<file path="src/rtl/can_tx_scheduler.sv">
// CAN transmit scheduler: waits for bus idle, picks the lowest-ID pending mailbox,
// drives the frame encoder handshake and tracks per-mailbox retries and completion.
module can_tx_scheduler #(
  parameter int N_MB      = 4,
  parameter int IDLE_BITS = 11,
  parameter int MAX_RETRY = 8
) (
  input  logic                 clock,
  input  logic                 reset,
  input  logic                 sample_point,
  input  logic                 rx_bit,
  input  logic [N_MB-1:0]      tx_req,
  input  logic [N_MB*11-1:0]   tx_id,
  input  logic [N_MB*4-1:0]    tx_dlc,
  input  logic [N_MB*64-1:0]   tx_data,
  input  logic                 enc_busy,
  input  logic                 enc_done,
  input  logic                 enc_arb_lost,
  input  logic                 enc_error,
  output logic                 enc_start,
  output logic [10:0]          enc_id,
  output logic [3:0]           enc_dlc,
  output logic [63:0]          enc_data,
  output logic [N_MB-1:0]      tx_ack,
  output logic [N_MB-1:0]      tx_fail,
  output logic                 busy,
  output logic [2:0]           cur_mb
);

  localparam int CW = $clog2(IDLE_BITS + 1);

  // WAIT_IDLE: await bus idle | SELECT: pick and latch | START: wait for free encoder | WAIT_DONE: await outcome
  typedef enum logic [1:0] {WAIT_IDLE, SELECT, START, WAIT_DONE} state_t;

  state_t          state, state_next;
  logic [CW-1:0]   idle_cnt;
  logic [3:0]      retry [N_MB];
  logic [N_MB-1:0] hold, eligible;
  logic [N_MB-1:0] ack_hit, fail_hit, inc_hit;
  logic            fin;
  logic            sel_found;
  logic [2:0]      sel_idx;
  logic [10:0]     sel_id;
  logic [3:0]      sel_dlc;
  logic [63:0]     sel_data;

  assign eligible = tx_req & ~hold;
  assign busy     = (state == WAIT_DONE);

  // Strict less-than keeps the lowest index on equal IDs.
  always_comb begin
    sel_found = 1'b0;
    sel_idx   = '0;
    sel_id    = '1;
    sel_dlc   = '0;
    sel_data  = '0;
    for (int i = 0; i < N_MB; i++) begin
      if (eligible[i] && (!sel_found || tx_id[11*i +: 11] < sel_id)) begin
        sel_found = 1'b1;
        sel_idx   = 3'(i);
        sel_id    = tx_id[11*i +: 11];
        sel_dlc   = tx_dlc[4*i +: 4];
        sel_data  = tx_data[64*i +: 64];
      end
    end
  end

  always_comb begin
    state_next = state;
    enc_start  = 1'b0;
    fin        = 1'b0;
    case (state)
      WAIT_IDLE: if (idle_cnt == CW'(IDLE_BITS) && |eligible) state_next = SELECT;
      SELECT:    state_next = sel_found ? START : WAIT_IDLE;
      START: begin
        if (!enc_busy) begin
          enc_start  = 1'b1;
          state_next = WAIT_DONE;
        end
      end
      WAIT_DONE: begin
        if (enc_error || enc_arb_lost || enc_done) begin
          fin        = 1'b1;
          state_next = WAIT_IDLE;
        end
      end
      default: state_next = WAIT_IDLE;
    endcase
  end

  // Outcome decode: error outranks arbitration loss, which outranks done.
  always_comb begin
    ack_hit  = '0;
    fail_hit = '0;
    inc_hit  = '0;
    for (int i = 0; i < N_MB; i++) begin
      if (fin && cur_mb == 3'(i)) begin
        if (enc_error) begin
          if (retry[i] == 4'(MAX_RETRY - 1)) fail_hit[i] = 1'b1;
          else                               inc_hit[i]  = 1'b1;
        end else if (!enc_arb_lost) begin
          ack_hit[i] = 1'b1;
        end
      end
    end
  end

  always_ff @(posedge clock) begin
    if (reset) begin
      state    <= WAIT_IDLE;
      idle_cnt <= '0;
      hold     <= '0;
      tx_ack   <= '0;
      tx_fail  <= '0;
      enc_id   <= '0;
      enc_dlc  <= '0;
      enc_data <= '0;
      cur_mb   <= '0;
      for (int i = 0; i < N_MB; i++) retry[i] <= '0;
    end else begin
      state   <= state_next;
      tx_ack  <= ack_hit;
      tx_fail <= fail_hit;
      hold    <= (hold | ack_hit | fail_hit) & tx_req;

      if (fin)
        idle_cnt <= '0;
      else if (sample_point)
        idle_cnt <= !rx_bit ? '0 :
                    (idle_cnt == CW'(IDLE_BITS)) ? idle_cnt : idle_cnt + CW'(1);

      if (state == SELECT && sel_found) begin
        enc_id   <= sel_id;
        enc_dlc  <= sel_dlc;
        enc_data <= sel_data;
        cur_mb   <= sel_idx;
      end

      for (int i = 0; i < N_MB; i++) begin
        if (ack_hit[i] || fail_hit[i]) retry[i] <= '0;
        else if (inc_hit[i])           retry[i] <= retry[i] + 4'd1;
      end
    end
  end

endmodule

</file>
<file path="config.mk">
export PLATFORM = sky130hd
export DESIGN_NAME = can_tx_scheduler
export DESIGN_NICKNAME = d
export VERILOG_FILES = /design/src/rtl/can_tx_scheduler.sv
export SDC_FILE = /design/constraint.sdc
export NUM_CORES = 1
export LEC_CHECK = 0
export BUFFER_PORTS_ARGS = -buffer_cell sky130_fd_sc_hd__buf_2
export CORE_AREA = 2 2 163 165
export DETAILED_ROUTE_END_ITERATION = 8
export DIE_AREA = 0 0 165 167
export PLACE_DENSITY = 0.66
export SKIP_LAST_GASP = 1
export SYNTH_ARGS = -nofsm -noshare
export SYNTH_HDL_FRONTEND = slang
export SYNTH_SLANG_ARGS = --single-unit
</file>
<file path="constraint.sdc">
create_clock -name clock -period 10.6 [get_ports clock]
set_input_delay 1.06 -clock clock [delete_from_list [all_inputs] [get_ports clock]]
set_output_delay 1.06 -clock clock [all_outputs]
set_load 0.05 [all_outputs]
</file>
## Word-level counts from Yosys, hierarchy flattened

Memories as Yosys holds them, arrays and structs flattened.
Cells that the tools add are included.

- Output and inout port bits: 92
- Memories kept: 1
- Bits of input ports: 328
- Bits in writable memories: 16
- Bits in registers: 100

- Mux-type cells: 98
- Bitwise operators: 13
- Reductions and logical operators: 27
- Equality and inequality tests: 15
- Magnitude comparators: 3
- $add $sub $neg: 5

Memory list:

| memory | words | width | read ports | clocked after memory_dff | wr ports | RTL line | source |
|---|---|---|---|---|---|---|---|
| retry | 4 | 4 | 4 | 0 | 4 | 37 | `logic [3:0] retry [N_MB];` |

Operators by type and width:

| kind | number |
|---|---|
| 64-bit two-way mux | 4 |
| 1-bit two-way mux | 69 |
| 4-bit two-way mux | 14 |
| 11-bit two-way mux | 4 |
| 11-bit < comparator | 3 |
| 4-bit by 1-bit adder with 4-bit output, second input constant | 5 |
| 4-bit by 3-bit == test with 1-bit output, second input constant | 4 |
| 1-bit logical AND | 9 |
| 1-bit logical OR | 9 |
| 4-bit AND | 2 |
| 2-bit two-way mux | 4 |
| 1-bit OR | 8 |
| 4-bit OR | 2 |
| 2-bit one-hot mux with 4 select lines | 1 |
| 3-bit by 2-bit == test with 1-bit output, second input constant | 2 |
| 3-bit two-way mux | 2 |
| 2-bit inequality test, second input constant | 3 |
| 2-bit == test, second input constant | 2 |
| 4-bit == test, second input constant | 1 |
| 4-bit inverter | 1 |
| 4-bit OR reduction | 1 |
| 3-bit by 1-bit == test with 1-bit output, second input constant | 1 |
| 1-bit zero test | 3 |
| 3-bit zero test | 1 |
| 6 further kinds | 6 |

## Longest topological paths before layout

Gate-level depths: netlist (run 1).

- Depth after elaboration: 17
- Mapped depth: 36

## Worst setup path after synthesis (run 1)

Ideal clock, no wire load.

- Kind: input -> register
- From: input tx_req[0]
- To: register enc_id[4]
- Buffers on the path: 7
- Cell stages on the path: 33
- Setup slack: 2.429 ns
- Setup time: 0.145 ns
- Arrival: 8.026 ns
- Path through: nand2b_1 > buf_4 > clkbuf_1 > nor2_1 > ha_1 > and4_1 > o211ai_1 > a211oi_2 > nor3_2 > o21ai_1 > clkbuf_1 > o21ai_0 > ha_1 > nand4_1 > a211o_1 > or4_1 > o211ai_1 > a221o_1 > buf_6 > or2_1 > buf_6 > mux2_4 > ha_1 > a2111oi_0 > o21ai_0 > a311oi_1 > and3b_1 > nand2_1 > or3_1 > buf_2 > buf_2 > a311oi_1 > a311oi_1

- Cells in the longest elaborated chain, start to end: 15
- Elaborated cells on any way between the ends: 22
- Classes of those cells: order compare (3); mux (8); bitwise (1); reduce/logical (10)

RTL lines:

| what | RTL line | source |
|---|---|---|
| from (decl) | 12 | `input logic [N_MB-1:0] tx_req,` |
| 4-bit AND (*) | 47 | `assign eligible = tx_req & ~hold;` |
| 11-bit two-way mux or 1-bit two-way mux (tied branches) | 58 | `if (eligible[i] && (!sel_found \|\| tx_id[11*i +: 11] < sel_id)) begin` |
| 11-bit < comparator or 1-bit zero test (tied branches) | 58 |  |
| 1-bit logical OR | 58 |  |
| 1-bit logical AND | 58 |  |
| 11-bit two-way mux or 1-bit two-way mux (tied branches) | 58 |  |
| 11-bit < comparator or 1-bit zero test (tied branches) | 58 |  |
| 1-bit logical OR | 58 |  |
| 1-bit logical AND | 58 |  |
| 11-bit two-way mux or 1-bit two-way mux (tied branches) | 58 |  |
| 11-bit < comparator or 1-bit zero test (tied branches) | 58 |  |
| 1-bit logical OR | 58 |  |
| 1-bit logical AND | 58 |  |
| 1-bit two-way mux | 58 |  |
| 1-bit logical AND | 132 | `if (state == SELECT && sel_found) begin` |
| to (signal assigned) | 133 | `enc_id <= sel_id;` |
| to (decl) | 21 | `output logic [10:0] enc_id,` |

Mark *: on every way between the ends. The rest lies on a longest branch, timed or not.
A chain may end at the register's enable or synchronous reset.

## Worst setup path after layout (run 1)

- From: input tx_req[0]
- To: register enc_data[5]

- Cells in the longest elaborated chain, start to end: 15
- Elaborated cells on any way between the ends: 25
- Classes of those cells: order compare (3); mux (11); bitwise (1); reduce/logical (10)

RTL lines:

| what | RTL line | source |
|---|---|---|
| 4-bit AND (*) | 47 |  |
| 11-bit two-way mux or 1-bit two-way mux (tied branches) | 58 |  |
| 11-bit < comparator or 1-bit zero test (tied branches) | 58 |  |
| 1-bit logical OR | 58 |  |
| 1-bit logical AND | 58 |  |
| 11-bit two-way mux or 1-bit two-way mux (tied branches) | 58 |  |
| 11-bit < comparator or 1-bit zero test (tied branches) | 58 |  |
| 1-bit logical OR | 58 |  |
| 1-bit logical AND | 58 |  |
| 11-bit two-way mux or 1-bit two-way mux (tied branches) | 58 |  |
| 11-bit < comparator or 1-bit zero test (tied branches) | 58 |  |
| 1-bit logical OR | 58 |  |
| 1-bit logical AND | 58 |  |
| 1-bit two-way mux | 58 |  |
| 1-bit logical AND | 132 |  |
| to (signal assigned) | 135 | `enc_data <= sel_data;` |
| to (decl) | 23 | `output logic [63:0] enc_data,` |

Marked as above.

==> results of run 1 <==
==> cells in the mapped netlist (7+ instances only) <==
master / n
mux2_4: 7
clkbuf_1: 92
a211oi_1: 69
buf_2: 16
nor3b_1: 9
edfxtp_1: 16
o21ai_0: 157
and2_1: 71
nand4_1: 7
a311oi_1: 73
and3_1: 9
nand2_1: 38
mux2i_1: 71
nor2_1: 44
nand3_1: 15
o311ai_1: 9
inv_1: 13
buf_6: 11
nor3_1: 11
o31ai_1: 11
a21oi_1: 85
or3_1: 70
nand2b_1: 10
dfxtp_1: 99
ha_1: 32
==> kinds of logic after synthesis <==
logic type / count (synthesis)
adders and majority gates: 32
muxes: 81
other: 1
and+or+nand+nor: 310
DFF: 115
xor gates and xnor gates: 9
AOI/OAI and AO/OA: 445
buffers and inverters: 138
==> state kept, by name, indices dropped and copies added, names as in the netlist, named ones only <==
register and count:
enc_data 64, tx_ack 4, retry 16, state 1, idle_cnt 4, hold 4, enc_dlc 4, enc_id 11
tx_fail 4, cur_mb 2
==> metrics by stage <==
step                worst slack [ps]  area (um2)  power [mW]
floorplan                       2430        9080       0.658
global placement                1210       11200       0.766
detailed placement               953       11200       0.768
CTS                             1350       11800        1.40
global route                     617       11800        1.45
finish                          1220       11800        1.39
==> metal layers <==
layer  routed length, um  vias to the layer above
li1                    -                     4976
met5                  26                        -
met3                2840                       60
met1               15000                     4958
met4                 900                        4
met2               17900                      424
==> report_power, final <==
part | internal (mW) | switching (mW)
sequential | 0.445 | 0.00267
clock | 0.396 | 0.231
combinational | 0.129 | 0.185
==> worst paths after layout <==
path,depth (start not counted),slack (ps),startpoint,to
max,32,1220,tx_req[0],enc_data[5]
min,2,510,idle_cnt[3],idle_cnt[3]
min reg2reg,2,510,idle_cnt[3],idle_cnt[3]
max reg2reg,31,1460,hold[0],enc_data[5]
==> worst max-delay path, delay by kind of cell <==
kind | cells | cell delay, ps
compound gates | 13 | 3670
simple gates | 10 | 2330
buf+inv | 5 | 1450
fa+ha+maj | 3 | 800
mux | 1 | 310
==> layout make-up <==
class	instances	share of cell area, %
repair buffers	436	18.8
well taps	335	3.54
clock buffers	17	3.60
multi-input cells	878	51.0
clock inverters	15	1.73
diodes	5	0.106
flip-flops and latches	115	20.8
inverters	13	0.412
==> results.toml, run 1 <==
[drt]
drtAntennaViolNets = 0
routed_wl_um = 36600
viasPerCell = 5.75
first_pass_iters = 5
routed-via-count = 10400
first_iter_violations = 751
wl_per_cell_um = 20.2
drc = 0

[logic_synthesis]
synth_top_area_cell = "dfxtp_1"
syn_nets = 1491
synthSimpleGateAreaFrac_pct = 19.5
synth_cell_types = 68
synthFlopType = "dfxtp_1"
synth.top_cell.area_share_pct = 21.8
synth_fa_ha_area_share_pct = 4.41
synth_top_family_by_area = "compound AO/OA/AOI/OAI gates"
syn_avg_cell_area_um2 = 8.02
synth_edf_count = 16
syn_area_um2 = 9080
synth_warnings = 0
synthMuxAreaShare_pct = 9.36
synthArstFlopShare_pct = 0
synth_compound_area_share_pct = 31.7
synthTopCellsByArea = "dfxtp_1, o21ai_0, mux2i_1"
ys_ff_latch = 115
syn-instance-count = 1131
synth_xor_area_share_pct = 0.868
ys_seq_area_share_pct = 27.1

[global_routing]
met2_usage_pct = 42.4
grt_pass1_vias = 9972
grt_util_met1_pct = 32.7
grt_max_degree = 94
grt_use_met3_pct = 6.25
antenna_found_initial = 7
globalRouteOverflowTotal = 0
grt_usage_pct = 25.8
grt_first_pass_wirelength_um = 56000
busiest_layer = "met2"

[critical_path]
cp-end-kind = "register"
worstPathRequired_ps = 10870
arrival_ps = 9650
cp_slowest_cell = "or3_2"
cp_max_fo = 44
critPathMaxStageDelay_ps = 820
critPathKind = "in2reg"
startpoint_type = "primary input"
cpMostUsedCell = "buf_4"

[floorplan]
die_x_um = 165
die_area_um2 = 27600
die_y_um = 167
pin_count = 420
core_area_um2 = 25800
row_count = 59
start_util_pct = 35.2

[cts]
clkSinkCount = 115
cts_tree = "yes"
clockBufferDepth = 2
htreeDepth = 4
hold_buffers = 0
root_buffer = "clkbuf_16"
cts_buffers = 17
post_cts_buffers = 0
path_clk_slew_ps = 60
clk_latency_ps = 420
post_cts_resize_count = 0

[run]
maxCapViolations = 0

[place]
finalWeightedCongestion = 0.919
dpl.hpwl_um = 26400
dp_cells = 1777
numPortBuffers = 418

[finish]
fillerInstances = 2605
drive_gt1_share_pct = 33.8
regArea_um2 = 2460
area_growth_pct = 30.4
stdcell_count = 1814
final_cell_mix = "buf_2, o21ai_0, dfxtp_1"
final_util_pct = 45.9
final_common_cell = "buf_2"
multi_input_area_um2 = 6030
num-nets-final = 1821

[worst_hold_path]
hold_class = "reg2reg"

[timing]
fmax_ghz = 0.107
slew_headroom_pct = 34.3
worst_slew_pin_slew_ps = 985
fin_crit_ps = 9380
finalCritPeriodShare_pct = 88.5
drv_slew = 0
finClkSkew_ps = 10.5
finalHoldViolCount = 0
finalSetupViolations = 0
grt_setup_unrepaired = "false"
whs_ps = 513
fin_setup_tns_ps = 0

[power_and_ir_drop]
ir_drop_mv = 0.0828
leakagePower_nw = 5.29
powerDensity_nw_per_um2 = 117

[run_status]
status = "finished clean"
No activity file was read; power rests on OpenSTA's default activity.
==> inputs of run 2 (changes only) <==
--- a/config.mk
+++ b/config.mk
@@ -5,11 +5,12 @@
 export SDC_FILE = /design/constraint.sdc
 export NUM_CORES = 1
 export LEC_CHECK = 0
+export ABC_AREA = 1
 export BUFFER_PORTS_ARGS = -buffer_cell sky130_fd_sc_hd__buf_2
-export CORE_AREA = 2 2 163 165
+export CORE_AREA = 2 2 165 167
 export DETAILED_ROUTE_END_ITERATION = 8
-export DIE_AREA = 0 0 165 167
-export PLACE_DENSITY = 0.66
+export DIE_AREA = 0 0 167 169
+export PLACE_DENSITY = 0.61
 export SKIP_LAST_GASP = 1
 export SYNTH_ARGS = -nofsm -noshare
 export SYNTH_HDL_FRONTEND = slang
==> run 2 against run 1 <==
Against the previous run:
- worst setup slack improved by 1600 ps
- non-clock buffer count fell by 9
- hold slack worse by 53 ps
- register-to-register slack better by 1800 ps
- critical path type unchanged
==> results.toml, run 2 <==
[worst_hold_path]
hold_class = "reg2reg"

[global_routing]
grt_util_met1_pct = 27.5
grt_use_met3_pct = 4.28
grt_usage_pct = 21.8
antenna_found_initial = 6
grt_pass1_vias = 9315
grt_max_degree = 95
busiest_layer = "met2"
met2_usage_pct = 37.2
globalRouteOverflowTotal = 0
grt_first_pass_wirelength_um = 49400

[drt]
routed_wl_um = 32000
drtAntennaViolNets = 0
viasPerCell = 4.97
wl_per_cell_um = 15.9
drc = 0
routed-via-count = 9985
first_pass_iters = 5
first_iter_violations = 610

[cts]
hold_buffers = 0
post_cts_buffers = 0
cts_buffers = 17
path_clk_slew_ps = 60
root_buffer = "clkbuf_16"
clk_latency_ps = 420
post_cts_resize_count = 0
htreeDepth = 4
clkSinkCount = 115
cts_tree = "yes"
clockBufferDepth = 2

[run_status]
status = "finished clean"

[place]
numPortBuffers = 418
finalWeightedCongestion = 0.880
dpl.hpwl_um = 23800

[critical_path]
critPathMaxStageDelay_ps = 600
cp_max_fo = 81
cp-end-kind = "register"
cp_slowest_cell = "buf_4"
critPathKind = "in2reg"
arrival_ps = 8120
startpoint_type = "primary input"
cpMostUsedCell = "nand2_1"
worstPathRequired_ps = 10930

[logic_synthesis]
syn-instance-count = 1297
synthTopCellsByArea = "dfxtp_1, nand3_1, nand2_1"
syn_avg_cell_area_um2 = 6.22
syn_nets = 1657
ys_ff_latch = 115
syn_area_um2 = 8070
synth_edf_count = 16
ys_seq_area_share_pct = 30.5
synth.top_cell.area_share_pct = 24.6
synth_cell_types = 34
synthFlopType = "dfxtp_1"
synth_warnings = 0
synth_top_area_cell = "dfxtp_1"
synthArstFlopShare_pct = 0
synth_commonest_cells = "nand2_1, nand3_1, a21oi_1"
yosysMostFrequentCell = "nand2_1"

[power_and_ir_drop]
ir_drop_mv = 0.103
leakagePower_nw = 5.42
powerDensity_nw_per_um2 = 198

[floorplan]
die_y_um = 169
die_x_um = 167
start_util_pct = 30.5
core_area_um2 = 26500
row_count = 60
pin_count = 420
die_area_um2 = 28200

[finish]
num-nets-final = 2011
regMostFlops = "enc_data"
final_cell_mix = "buf_2, nand2_1, nand3_1"
area_growth_pct = 34.3
final_common_cell = "buf_2"
drive_gt1_share_pct = 28.7
largest_reg_flops = 64
reg_top3 = "enc_data: 64 flops, retry: 16 flops, enc_id: 11 flops"

[timing]
fin_setup_tns_ps = 0
finalSetupViolations = 0
grt_setup_unrepaired = "false"
fin_crit_ps = 7790
finalCritPeriodShare_pct = 73.5
drv_slew = 0
finClkSkew_ps = 14.0
fmax_ghz = 0.128
finalHoldViolCount = 0
slew_headroom_pct = 27.6
worst_slew_pin_slew_ps = 1090
whs_ps = 460

[run]
maxCapViolations = 0
## run 2: cell count changes in the layout (fill, tap and decap cells not counted), sizes merged, moves of 12 or more
cell,change
o31ai,-12
or3,-70
mux2i,-71
nand3,+171
nor2,+79
a21oi,+79
nand2,+212
a311oi,-73
inv,+125
a211oi,-67
and2,-72
## run 2: power breakdown
part / switching [mW] / internal [mW] / leakage, nW / total (mW)
sequential: 0.0502 / 0.535 / 0.972 / 0.585
combinational: 0.715 / 0.261 / 4.17 / 0.976
clock: 0.247 / 0.334 / 0.280 / 0.581
## run 2: path summary, 6_finish.rpt
kind,from,end,slack (ps),cells after the start
max reg2reg,hold[0],enc_dlc[3],3270,38
max,tx_req[0],enc_dlc[3],2810,40
min reg2reg,enc_data[57],enc_data[57],460,2
min,enc_data[57],enc_data[57],460,2
## run 2: cells by family after synthesis
kind of cell    share of synthesized area, %
simple gates                            31.0
compound gates                          21.1
buf+inv                                 11.7
flops                                   30.5
fa+ha+maj                               4.96
xor+xnor                               0.651
other cells                           0.0465
## run 2: per-stage QoR
| stage | setup WS, ps | total power [mW] | std cells | util [%] | cell area (um2) |
|---|---|---|---|---|---|
| floorplan | 4860 | 1.31 | 1297 | - | 8070 |
| global placement | 2770 | 1.56 | 1973 | 38.6 | 10200 |
| detailed placement | 2410 | 1.57 | 1973 | 38.6 | 10200 |
| CTS | 2810 | 2.16 | 2005 | 40.8 | 10800 |
| global route | 1970 | 2.27 | 2011 | 40.9 | 10800 |
| finish | 2810 | 2.14 | 2011 | 40.9 | 10800 |
## run 2: worst max-delay path: cells and delay by family
family | cells | cell delay, ps
AO/OA/AOI/OAI | 6 | 1200
buffers and inverters | 5 | 1090
adder cells (fa/ha/maj) | 3 | 820
AND/OR/NAND/NOR | 26 | 3850
## run 2: final cells by class
class / instances / area [um2]
Timing Repair Buffer: 427 / 2160
Sequential cell: 115 / 2460
Antenna cell: 6 / 15.0
Clock buffer: 17 / 425
Inverter: 134 / 504
Multi-Input combinational cell: 956 / 4680
Tap cell: 341 / 427
Clock inverter: 15 / 159
Fill cell: 2898 / 15700
## run 2: layer usage
layer | wire, um | part of all wire [%]
met3 | 2030 | 6.3
met1 | 13600 | 42
met5 | 0 | 0
met2 | 15700 | 49
met4 | 693 | 2.2
==> inputs of run 3 (changes only) <==
--- a/config.mk
+++ b/config.mk
@@ -5,12 +5,12 @@
 export SDC_FILE = /design/constraint.sdc
 export NUM_CORES = 1
 export LEC_CHECK = 0
-export ABC_AREA = 1
+export ABC_AREA = 0
 export BUFFER_PORTS_ARGS = -buffer_cell sky130_fd_sc_hd__buf_2
 export CORE_AREA = 2 2 165 167
 export DETAILED_ROUTE_END_ITERATION = 8
 export DIE_AREA = 0 0 167 169
-export PLACE_DENSITY = 0.61
+export PLACE_DENSITY = 0.67
 export SKIP_LAST_GASP = 1
 export SYNTH_ARGS = -nofsm -noshare
 export SYNTH_HDL_FRONTEND = slang
==> constraint.sdc (replaced) <==
create_clock -name clock -period 7 [get_ports clock]
set_input_delay 0.7 -clock clock [delete_from_list [all_inputs] [get_ports clock]]
set_output_delay 0.7 -clock clock [all_outputs]
set_load 0.05 [all_outputs]
==> run 3 against run 2 <==
Against the previous run:
- non-clock buffer count increased by 75
- global-route usage increased by 3.0 points
- core utilization grew 8.6 points
- hold slack better by 36 ps
- sequential share of layout area decreased by 3.9 points
- total power shrank 1.5%
- sequential power grew 16%
- critical endpoint is now enc_data[29]
==> results.toml, run 3 (synthesis gave the netlist of run 1 again) <==
[run_status]
status = "finished clean"

[critical_path]
worstPathRequired_ps = 7290
path_buf_inv = 3
worst-path-stages = 30
reg2reg_from = "hold[0]"
critPathMaxStageDelay_ps = 490
startpoint_type = "primary input"
cp_max_fo = 19
cp-end-kind = "register"
cp_slowest_cell = "or4_1"
arrival_ps = 6990
crit_family = "simple AND/OR/NAND/NOR gates"
crit_path_end = "enc_data[29]"
critPathKind = "in2reg"
worstRegToRegCells = 29
r2r-end = "enc_data[29]"
r2r_slack_ps = 310
worstSetupStartpoint = "tx_req[0]"

[global_routing]
grt_usage_pct = 24.8
grt_first_pass_wirelength_um = 56400
grt_pass1_vias = 10200
antenna_found_initial = 4
globalRouteOverflowTotal = 0
grt_max_degree = 121

[cts]
clockBufferDepth = 2
htreeDepth = 4
hold_buffers = 0
clk_latency_ps = 410
clkSinkCount = 115
root_buffer = "clkbuf_16"
path_clk_slew_ps = 60
cts_buffers = 17
cts_tree = "yes"

[finish]
reg_top3 = "enc_data: 64 flops, retry: 16 flops, enc_id: 11 flops"
largest_reg_flops = 64
num-nets-final = 1888
fin_area_um2 = 13100
final_util_pct = 49.5
drive_gt1_share_pct = 43.8
area_growth_pct = 44.5
final_common_cell = "buf_2"
regMostFlops = "enc_data"
final_cell_mix = "buf_2, o21ai_0, dfxtp_1"

[floorplan]
die_y_um = 169
core_area_um2 = 26500
die_x_um = 167
row_count = 60
start_util_pct = 34.2
die_area_um2 = 28200
pin_count = 420

[power_and_ir_drop]
ir_drop_mv = 0.142
powerDensity_nw_per_um2 = 161
power_mw = 2.11
leakagePower_nw = 5.73

[drt]
routed-via-count = 10800
first_pass_iters = 5
viasPerCell = 5.71
drtAntennaViolNets = 0
wl_per_cell_um = 20.1
drc = 0
routed_wl_um = 38000
first_iter_violations = 610

[run]
maxCapViolations = 0

[place]
dpl.hpwl_um = 26800
dp_slack_ps = -469
place_area_um2 = 11900
numPortBuffers = 418
finalWeightedCongestion = 0.904

[timing]
finalSetupViolations = 0
fmax_ghz = 0.149
finalHoldViolCount = 0
worst_slew_pin_slew_ps = 1060
worst_slack_ps = 296
finClkSkew_ps = 12.5
fin_crit_ps = 6700
drv_slew = 0
slew_headroom_pct = 29.3
finalCritPeriodShare_pct = 95.8
whs_ps = 496

[worst_hold_path]
hold_class = "reg2reg"
-- run 3: cell types whose count changed in the layout (fill, tap and decap cells not counted), moves of 40 or more --
| cell | before | now |
|---|---|---|
| nand3_1 | 187 | 15 |
| inv_1 | 126 | 12 |
| buf_4 | 10 | 71 |
| nand2_1 | 244 | 35 |
| a211oi_2 | 0 | 40 |
| nor2_1 | 121 | 39 |
| or3_1 | 0 | 69 |
| and2_1 | 0 | 71 |
| a311oi_2 | 0 | 45 |
| a21oi_1 | 164 | 85 |
| mux2i_1 | 0 | 71 |
-- run 3: how the worst min path moves through the flow --
stage          startpoint      end  slack [ps]  cells after the start
4_1_cts           hold[3]  hold[3]         490                      1
3_5_place_dp      hold[3]  hold[3]         480                      1
2_1_floorplan     hold[3]  hold[3]         460                      1
6_report          hold[3]  hold[3]         500                      1
3_3_place_gp      hold[3]  hold[3]         470                      1
5_1_grt           hold[3]  hold[3]         510                      1
-- run 3: layer usage --
| layer | routed length [um] | share of wire [%] | vias to the layer above | track usage (%) |
|---|---|---|---|---|
| li1 | - | - | 5119 | - |
| met1 | 15800 | 41 | 5139 | 31.6 |
| met2 | 18600 | 49 | 452 | 41.9 |
| met3 | 2720 | 7.2 | 64 | 5.59 |
| met4 | 935 | 2.5 | 0 | 7.53 |
| met5 | 0 | 0 | - | 0 |
-- run 3: worst reg2reg max path: cells and delay by family (launching register included) --
kind / cells / cell delay [ps]
and+or+nand+nor: 12 / 2440
AOI/OAI and AO/OA: 11 / 2240
muxes: 1 / 330
DFF: 1 / 350
adders and majority gates: 3 / 840
buffers and inverters: 2 / 350
-- run 3: layout make-up --
class,count,area (um2)
Clock buffer,19,454
Fill cell,2549,13400
Timing Repair Buffer,502,2870
Sequential cell,115,2460
Clock inverter,12,105
Antenna cell,7,17.5
Multi-Input combinational cell,879,6740
Tap cell,341,427
Inverter,13,48.8
-- run 3: repair_timing --
item / 4_1_cts / 5_1_grt
pin swaps: 1 / 17
buffers inserted: 3 / 4
gates cloned: 0 / 4
gates resized for setup: 2 / 102
setup endpoints to repair: 6 / 80
-- run 3: power by group --
| part | total [mW] | switching, mW | internal, mW |
|---|---|---|---|
| sequential | 0.677 | 0.00370 | 0.673 |
| clock | 0.845 | 0.337 | 0.507 |
| combinational | 0.587 | 0.326 | 0.261 |
| total | 2.11 | 0.667 | 1.44 |
-- run 3: per-stage QoR --
step	cells	setup TNS, ps
after floorplan	1131	-7970
after global placement	1839	-17510
after detailed placement	1839	-25930
after CTS	1873	0
after global routing	1883	-748
final	1888	0
